--- src/rtl/pingpong_ram_ctrl.sv ---
// Ping-pong sequencer for a true-dual-port block RAM split into two banks.
// Port A fills one bank with the incoming sample stream while port B drains
// the other bank; banks swap when a bank completes, so the consumer sees
// whole frames back to back.
module pingpong_ram_ctrl #(
    parameter int ADDR_W = 10,
    parameter int DATA_W = 14,
    parameter int RD_LAT = 1
) (
    input  logic              clk,
    input  logic              rst,
    input  logic              in_valid,
    input  logic [DATA_W-1:0] in_data,
    output logic              in_ready,
    output logic              ena,
    output logic              wea,
    output logic [ADDR_W-1:0] addra,
    output logic [DATA_W-1:0] dina,
    output logic              enb,
    output logic              web,
    output logic [ADDR_W-1:0] addrb,
    input  logic [DATA_W-1:0] doutb,
    output logic              out_valid,
    output logic [DATA_W-1:0] out_data,
    output logic              out_last,
    output logic [1:0]        bank_full
);

    // Pointer width is one bit narrower than the RAM address: the MSB selects the bank.
    localparam int PTR_W = ADDR_W - 1;
    localparam logic [PTR_W-1:0] PTR_LAST = {PTR_W{1'b1}};
    localparam logic [PTR_W-1:0] PTR_ONE  = {{(PTR_W-1){1'b0}}, 1'b1};

    // Read sequencer states.
    localparam logic [0:0] R_IDLE = 1'b0;
    localparam logic [0:0] R_READ = 1'b1;

    // Write-side state.
    logic              wr_bank_q, wr_bank_d;
    logic [PTR_W-1:0]  wr_ptr_q,  wr_ptr_d;
    logic              wr_hs;
    logic              wr_done;

    // Read-side state.
    logic [0:0]        state_q,   state_d;
    logic              rd_bank_q, rd_bank_d;
    logic [PTR_W-1:0]  rd_ptr_q,  rd_ptr_d;
    logic              rd_done;
    logic              rd_is_last;

    // Shared bank occupancy.
    logic [1:0]        bank_full_q, bank_full_d;

    // Output alignment pipelines matching the RAM read latency.
    logic [RD_LAT-1:0] vld_q,  vld_d;
    logic [RD_LAT-1:0] last_q, last_d;

    // The writer may only fill its bank while that bank has been drained.
    assign in_ready = ~bank_full_q[wr_bank_q];

    // Write port: present the sample straight to port A on a handshake and advance the pointer.
    always_comb begin
        wr_hs     = in_valid & in_ready;
        wr_done   = wr_hs & (wr_ptr_q == PTR_LAST);
        wr_bank_d = wr_bank_q;
        wr_ptr_d  = wr_ptr_q;
        if (wr_hs) begin
            wr_ptr_d = wr_ptr_q + PTR_ONE;
            if (wr_done) begin
                wr_bank_d = ~wr_bank_q;
            end
        end
        ena   = wr_hs;
        wea   = wr_hs;
        addra = {wr_bank_q, wr_ptr_q};
        dina  = in_data;
    end

    // Read sequencer: wait for a full bank, then stream all of it, chaining straight into the other bank if it is ready.
    always_comb begin
        state_d    = state_q;
        rd_bank_d  = rd_bank_q;
        rd_ptr_d   = rd_ptr_q;
        rd_done    = 1'b0;
        enb        = 1'b0;
        rd_is_last = (rd_ptr_q == PTR_LAST);
        case (state_q)
            R_IDLE: begin
                if (bank_full_q[rd_bank_q]) begin
                    state_d  = R_READ;
                    rd_ptr_d = '0;
                end
            end
            R_READ: begin
                enb      = 1'b1;
                rd_ptr_d = rd_ptr_q + PTR_ONE;
                if (rd_is_last) begin
                    rd_done   = 1'b1;
                    rd_bank_d = ~rd_bank_q;
                    if (!bank_full_q[~rd_bank_q]) begin
                        state_d = R_IDLE;
                    end
                end
            end
            default: begin
                state_d = R_IDLE;
            end
        endcase
        addrb = {rd_bank_q, rd_ptr_q};
        web   = 1'b0;
    end

    // Bank flags: the writer sets its bank when complete, the reader clears its bank after the final word; they never target the same bank.
    always_comb begin
        bank_full_d = bank_full_q;
        if (wr_done) begin
            bank_full_d[wr_bank_q] = 1'b1;
        end
        if (rd_done) begin
            bank_full_d[rd_bank_q] = 1'b0;
        end
    end

    // Delay the read strobe and frame-end marker so they line up with doutb.
    always_comb begin
        vld_d     = '0;
        last_d    = '0;
        vld_d[0]  = enb;
        last_d[0] = enb & rd_is_last;
        for (int i = 1; i < RD_LAT; i++) begin
            vld_d[i]  = vld_q[i-1];
            last_d[i] = last_q[i-1];
        end
    end

    // State registers; reset discards any partially written bank and any in-flight reads.
    always_ff @(posedge clk or posedge rst) begin
        if (rst) begin
            wr_bank_q   <= 1'b0;
            wr_ptr_q    <= '0;
            state_q     <= R_IDLE;
            rd_bank_q   <= 1'b0;
            rd_ptr_q    <= '0;
            bank_full_q <= 2'b00;
            vld_q       <= '0;
            last_q      <= '0;
        end else begin
            wr_bank_q   <= wr_bank_d;
            wr_ptr_q    <= wr_ptr_d;
            state_q     <= state_d;
            rd_bank_q   <= rd_bank_d;
            rd_ptr_q    <= rd_ptr_d;
            bank_full_q <= bank_full_d;
            vld_q       <= vld_d;
            last_q      <= last_d;
        end
    end

    assign out_valid = vld_q[RD_LAT-1];
    assign out_last  = last_q[RD_LAT-1];
    assign out_data  = doutb;
    assign bank_full = bank_full_q;

endmodule

--- config.mk ---
export PLATFORM = sky130hd
export DESIGN_NAME = pingpong_ram_ctrl
export DESIGN_NICKNAME = d
export VERILOG_FILES = /design/src/rtl/pingpong_ram_ctrl.sv
export SDC_FILE = /design/constraint.sdc
export NUM_CORES = 1
export LEC_CHECK = 0
export CORE_ASPECT_RATIO = 0.75
export CORE_MARGIN = 4
export CORE_UTILIZATION = 40
export DETAILED_ROUTE_END_ITERATION = 12
export GPL_ROUTABILITY_DRIVEN = 0
export GPL_TIMING_DRIVEN = 1
export PLACE_DENSITY = 0.86
export SETUP_SLACK_MARGIN = 0.4
export SLEW_MARGIN = 5
export SYNTH_ARGS = -nofsm -noshare
export SYNTH_HDL_FRONTEND = slang
export SYNTH_SLANG_ARGS = --single-unit
export TNS_END_PERCENT = 100
--- constraint.sdc ---
create_clock -name clk -period 5 [get_ports clk]
set_input_delay 0.75 -clock clk [delete_from_list [all_inputs] [get_ports clk]]
set_output_delay 0.75 -clock clk [all_outputs]
set_load 0.05 [all_outputs]
# Yosys cells after proc, flatten, opt, wreduce, memory -nomap -nowiden
# Index checks and enable logic that the tools add are counted.
# word_totals
reg_bits	25
elab_cells	53
output_inout_bits	57
# op_classes
n_addsub	2
reduce_logical	4
n_lt_le_gt_ge	5
bitwise_logic	10
n_mux	21
eq_ne	3
# ops
operator	count
adder 9 x 1 -> 9 bit (second input constant)	2
equality test 9 bit (second input constant)	2
case mux 9 bit (2 select lines)	1
two-way mux 1 bit	14
two-way mux 9 bit	1
< comparator 1 x 2 -> 1 bit (second input constant)	3
two-way mux 2 bit	2
inverter 1 bit	4
AND reduction 2 bit	2
AND 1 bit	3
AND 2 bit	1
demux 1 bit (select 1 bit)	2
greater-or-equal comparator 1 bit (second input constant)	2
logical AND 1 bit	2
!= test 2 bit (second input constant)	1
inverter 2 bit	1
bitwise OR 2 bit	1
case mux 1 bit (2 select lines)	1

# Depth between registers and ports, before layout
# depth
ltp_word	8
ltp_mapped	7
depth_no_buf	7

# Least setup slack after synthesis
# Ideal clock, no wire load.
# synth_timing
path_kind	register to output
startpoint	reg bank_full_q[0] (netlist: bank_full[0])
endpoint	out wea
path_buffers	1
path_stages_with_launch	6
t_arrival_ps	1820
path_slack_ps	2430
path_cell_list	dfrtp_1 -> mux2_4 -> inv_6 -> nand2_4 -> inv_1 -> buf_4
# synth_via
elab_chain_cells	4
# synth_rtl
item	line_no	text
from (decl)	52	logic [1:0] bank_full_q, bank_full_d;
from (signal assigned)	153	bank_full_q <= bank_full_d;
two-way mux 1 bit (implied by the code) (2 in a row)	59	assign in_ready = ~bank_full_q[wr_bank_q];
inverter 1 bit	59	
via in_ready	14	output logic in_ready,
AND 1 bit	63	wr_hs = in_valid & in_ready;
to (decl)	16	output logic wea,
# The timed path passes the listed nets, and every way through them passes these cells. The select of a mux whose other input is x is not followed.

# Worst setup path in the final report
# layout_timing
startpoint	in in_valid
endpoint	out ena
# layout_via
elab_chain_cells	1
# layout_rtl
item	line_no	text
from (decl)	12	input logic in_valid,
AND 1 bit	63	
to (decl)	15	output logic ena,
# Every way passes these cells.

==> results.yml <==
global_route:
  grt_pass1_wl_um: 4554
  grtUsageTotal_pct: 12.96
  gr-total-overflow: 0
  antenna_found_initial: 0
  grt_max_degree: 26
  grt_pass1_vias: 919
cells_and_area:
  num_antenna_cells: 0
  final_cell_mix: "clkdlybuf4s50_1 (30), dfrtp_1 (25), nand4_1 (7), xnor2_1 (6), nand3_1 (6)"
  drive_gt1_share_pct: 9.160
  stdcell_count: 171
  layout_commonest_cell: "clkdlybuf4s50_1"
  fin_nets: 167
  area.growth.synth_to_final_pct: 8.745
  fillers: 308
synthesis:
  synth_warnings: 0
  synth_cell_types: 31
  avgSynthCellArea_um2: 10.95
  syn_inst: 132
  synth.area.top_cells: "dfrtp_1 (43%), buf_4 (17%), xnor2_1 (3.6%)"
  yosysSeqAreaShare_pct: 43.29
  synthesis.area_mm2: 0.001445
  synth.top_cell.area_share_pct: 43.29
  syn_nets: 167
  ys_seq_elements: 25
  synth_top_cell_by_area: "dfrtp_1"
sta:
  period_needed_ns: 3.162
  setup_tns_ns: 0
  period_share_pct: 63.25
  relSlewSlack_pct: 37.66
  fmax_mhz: 316.2
  rsz0062_at_grt: "no"
  slew_viol_final: 0
  worst_slew_pin_slew_ns: 0.9341
  finClkSkew_ns: 0.01528
  finalSetupViolations: 0
  hold_viol: 0
worst_setup_path:
  startpoint: "in_valid"
  worstPathMaxFanout: 8
  cp-end-kind: "primary output"
  critPathLaunchType: "input port"
  endpoint: "ena"
  rr_worst_depth: 5
  crit-reg2reg-launch: "wr_ptr_q[1]"
  crit_arrival_ns: 2.41
  worst_ep_required_time_ns: 4.25
  r2r_setup_slack_ns: 3.32
  path_class: "in -> out"
  timing.rr.end: "wr_ptr_q[8]"
clock_network:
  cts_buffers: 3
  htree_levels: 1
  clock_path_buffers: 2
  cts_hold_buf: 0
  path_clk_slew_ns: 0.08
  post_cts_buffers: 0
  cts.sink_count: 25
  clk_latency_ns: 0.28
  cts_tree: "done"
  clockRootBuffer: "clkbuf_8"
  post_cts_resized: 0
worst_hold_path:
  hold_class: "reg -> reg"
floorplan:
  initial_core_util_pct: 42.78
  design.core.area_mm2: 0.003378
  dieArea_mm2: 0.004649
  fp.dieH_um: 60.06
  pin_count: 88
  die_w_um: 77.41
  num_rows: 18
place:
  dp_hpwl_um: 2140
  dp.cells: 167
  numPortBuffers: 30
routing:
  ant_nets: 0
  first_iter_violations: 89
  vias: 953
  drc: 0
  vias_per_cell: 5.573
  wirelength_um: 2846
  firstDrtPassIters: 4
  wl_per_cell_um: 16.64
status:
  status: "finished, final reports clean"
pwr:
  power_density_mw_per_mm2: 387.2
  p_leak_nw: 0.6790
  vdd_drop_max_v: 0.0002750
  finalPower_mw: 0.6086
flow_run:
  cap_viol_max_count: 0
## area by class of cell
class                           count  area, um2  area share (%)
Inverter                            6      27.53           1.752
Clock buffer                        3      41.29           2.627
Timing Repair Buffer               30      300.3           19.11
Clock inverter                      1      7.507          0.4777
Sequential cell                    25      625.6           39.81
Multi-Input combinational cell     66      519.2           33.04
Tap cell                           40      50.05           3.185
## worst min-delay path by stage
stage	startpoint	end	slack, ns	cells after the start
floorplan	wr_bank_q	wr_bank_q	0.53	1
global placement	wr_ptr_q[7]	wr_ptr_q[7]	0.49	1
detailed placement	wr_ptr_q[7]	wr_ptr_q[7]	0.48	1
CTS	wr_ptr_q[7]	wr_ptr_q[7]	0.49	1
global route	wr_ptr_q[7]	wr_ptr_q[7]	0.50	1
finish	wr_ptr_q[7]	wr_ptr_q[7]	0.49	1
## logic make-up (layout without fill, tap and decap cells)
logic type / Yosys count / count (layout) / synth area share (%)
other: 1 / 1 / 0.2595
XOR/XNOR: 9 / 9 / 5.455
AO/OA/AOI/OAI: 14 / 14 / 7.013
AND/OR/NAND/NOR: 28 / 28 / 10.82
flip-flops: 25 / 25 / 43.29
adder cells (fa/ha/maj): 4 / 4 / 3.463
multiplexers: 10 / 10 / 8.917
buffers and inverters: 41 / 40 / 20.78
## flip-flops by register name (all words and copies together), names as in the netlist
signal	count
bank_full	2
out_last	1
out_valid	1
rd_bank_q	1
rd_ptr_q	9
state_q	1
wr_bank_q	1
wr_ptr_q	9
## Yosys cell counts
library cell,instances
dfrtp_1,25
buf_12,1
nand4_1,7
ha_1,4
inv_1,5
nand3_1,6
and2_1,1
mux2_2,1
inv_6,1
and4_1,1
nor2_1,4
o221ai_1,3
conb_1,1
o211ai_1,1
xnor2_1,6
nand2_1,4
and2b_4,1
mux2_4,3
mux2i_4,1
o21ai_0,1
nor3_1,2
buf_4,33
a31oi_1,2
a21oi_1,2
nand2_4,1
o31ai_1,3
buf_2,1
a22o_1,2
mux2i_1,5
xor2_1,3
and3_1,1
## per-stage QoR
| stage | hold slack [ns] | setup slack (ns) | utilization [%] | area, um2 |
|---|---|---|---|---|
| detailed placement | 0.4777 | 1.830 | 45.07 | 1523 |
| global placement | 0.4866 | 1.865 | 45.07 | 1523 |
| finish | 0.4915 | 1.838 | 46.52 | 1572 |
| CTS | 0.4931 | 1.830 | 46.52 | 1572 |
| global route | 0.5007 | 1.753 | 46.52 | 1572 |
| floorplan | 0.5270 | 2.430 | - | 1445 |
## where the power goes
part | switching [mW] | internal [mW]
sequential | 0.0369 | 0.229
combinational | 0.139 | 0.0780
clock | 0.0686 | 0.0565
## critical path, stage by stage
cell and delay (ns):
clkdlybuf4s50_1 0.66, nand2_4 0.12, inv_1 0.09, clkdlybuf4s50_1 0.80
## routing by layer
metal / share of wire (%) / global-route usage, % / vias up
met2: 48 / 21.77 / 50
met4: 3.8 / 8.122 / 0
met1: 40 / 14.85 / 453
li1: - / - / 432
met3: 8.3 / 3.765 / 18
met5: 0 / 0 / -
(Power assumes the default switching activity.)
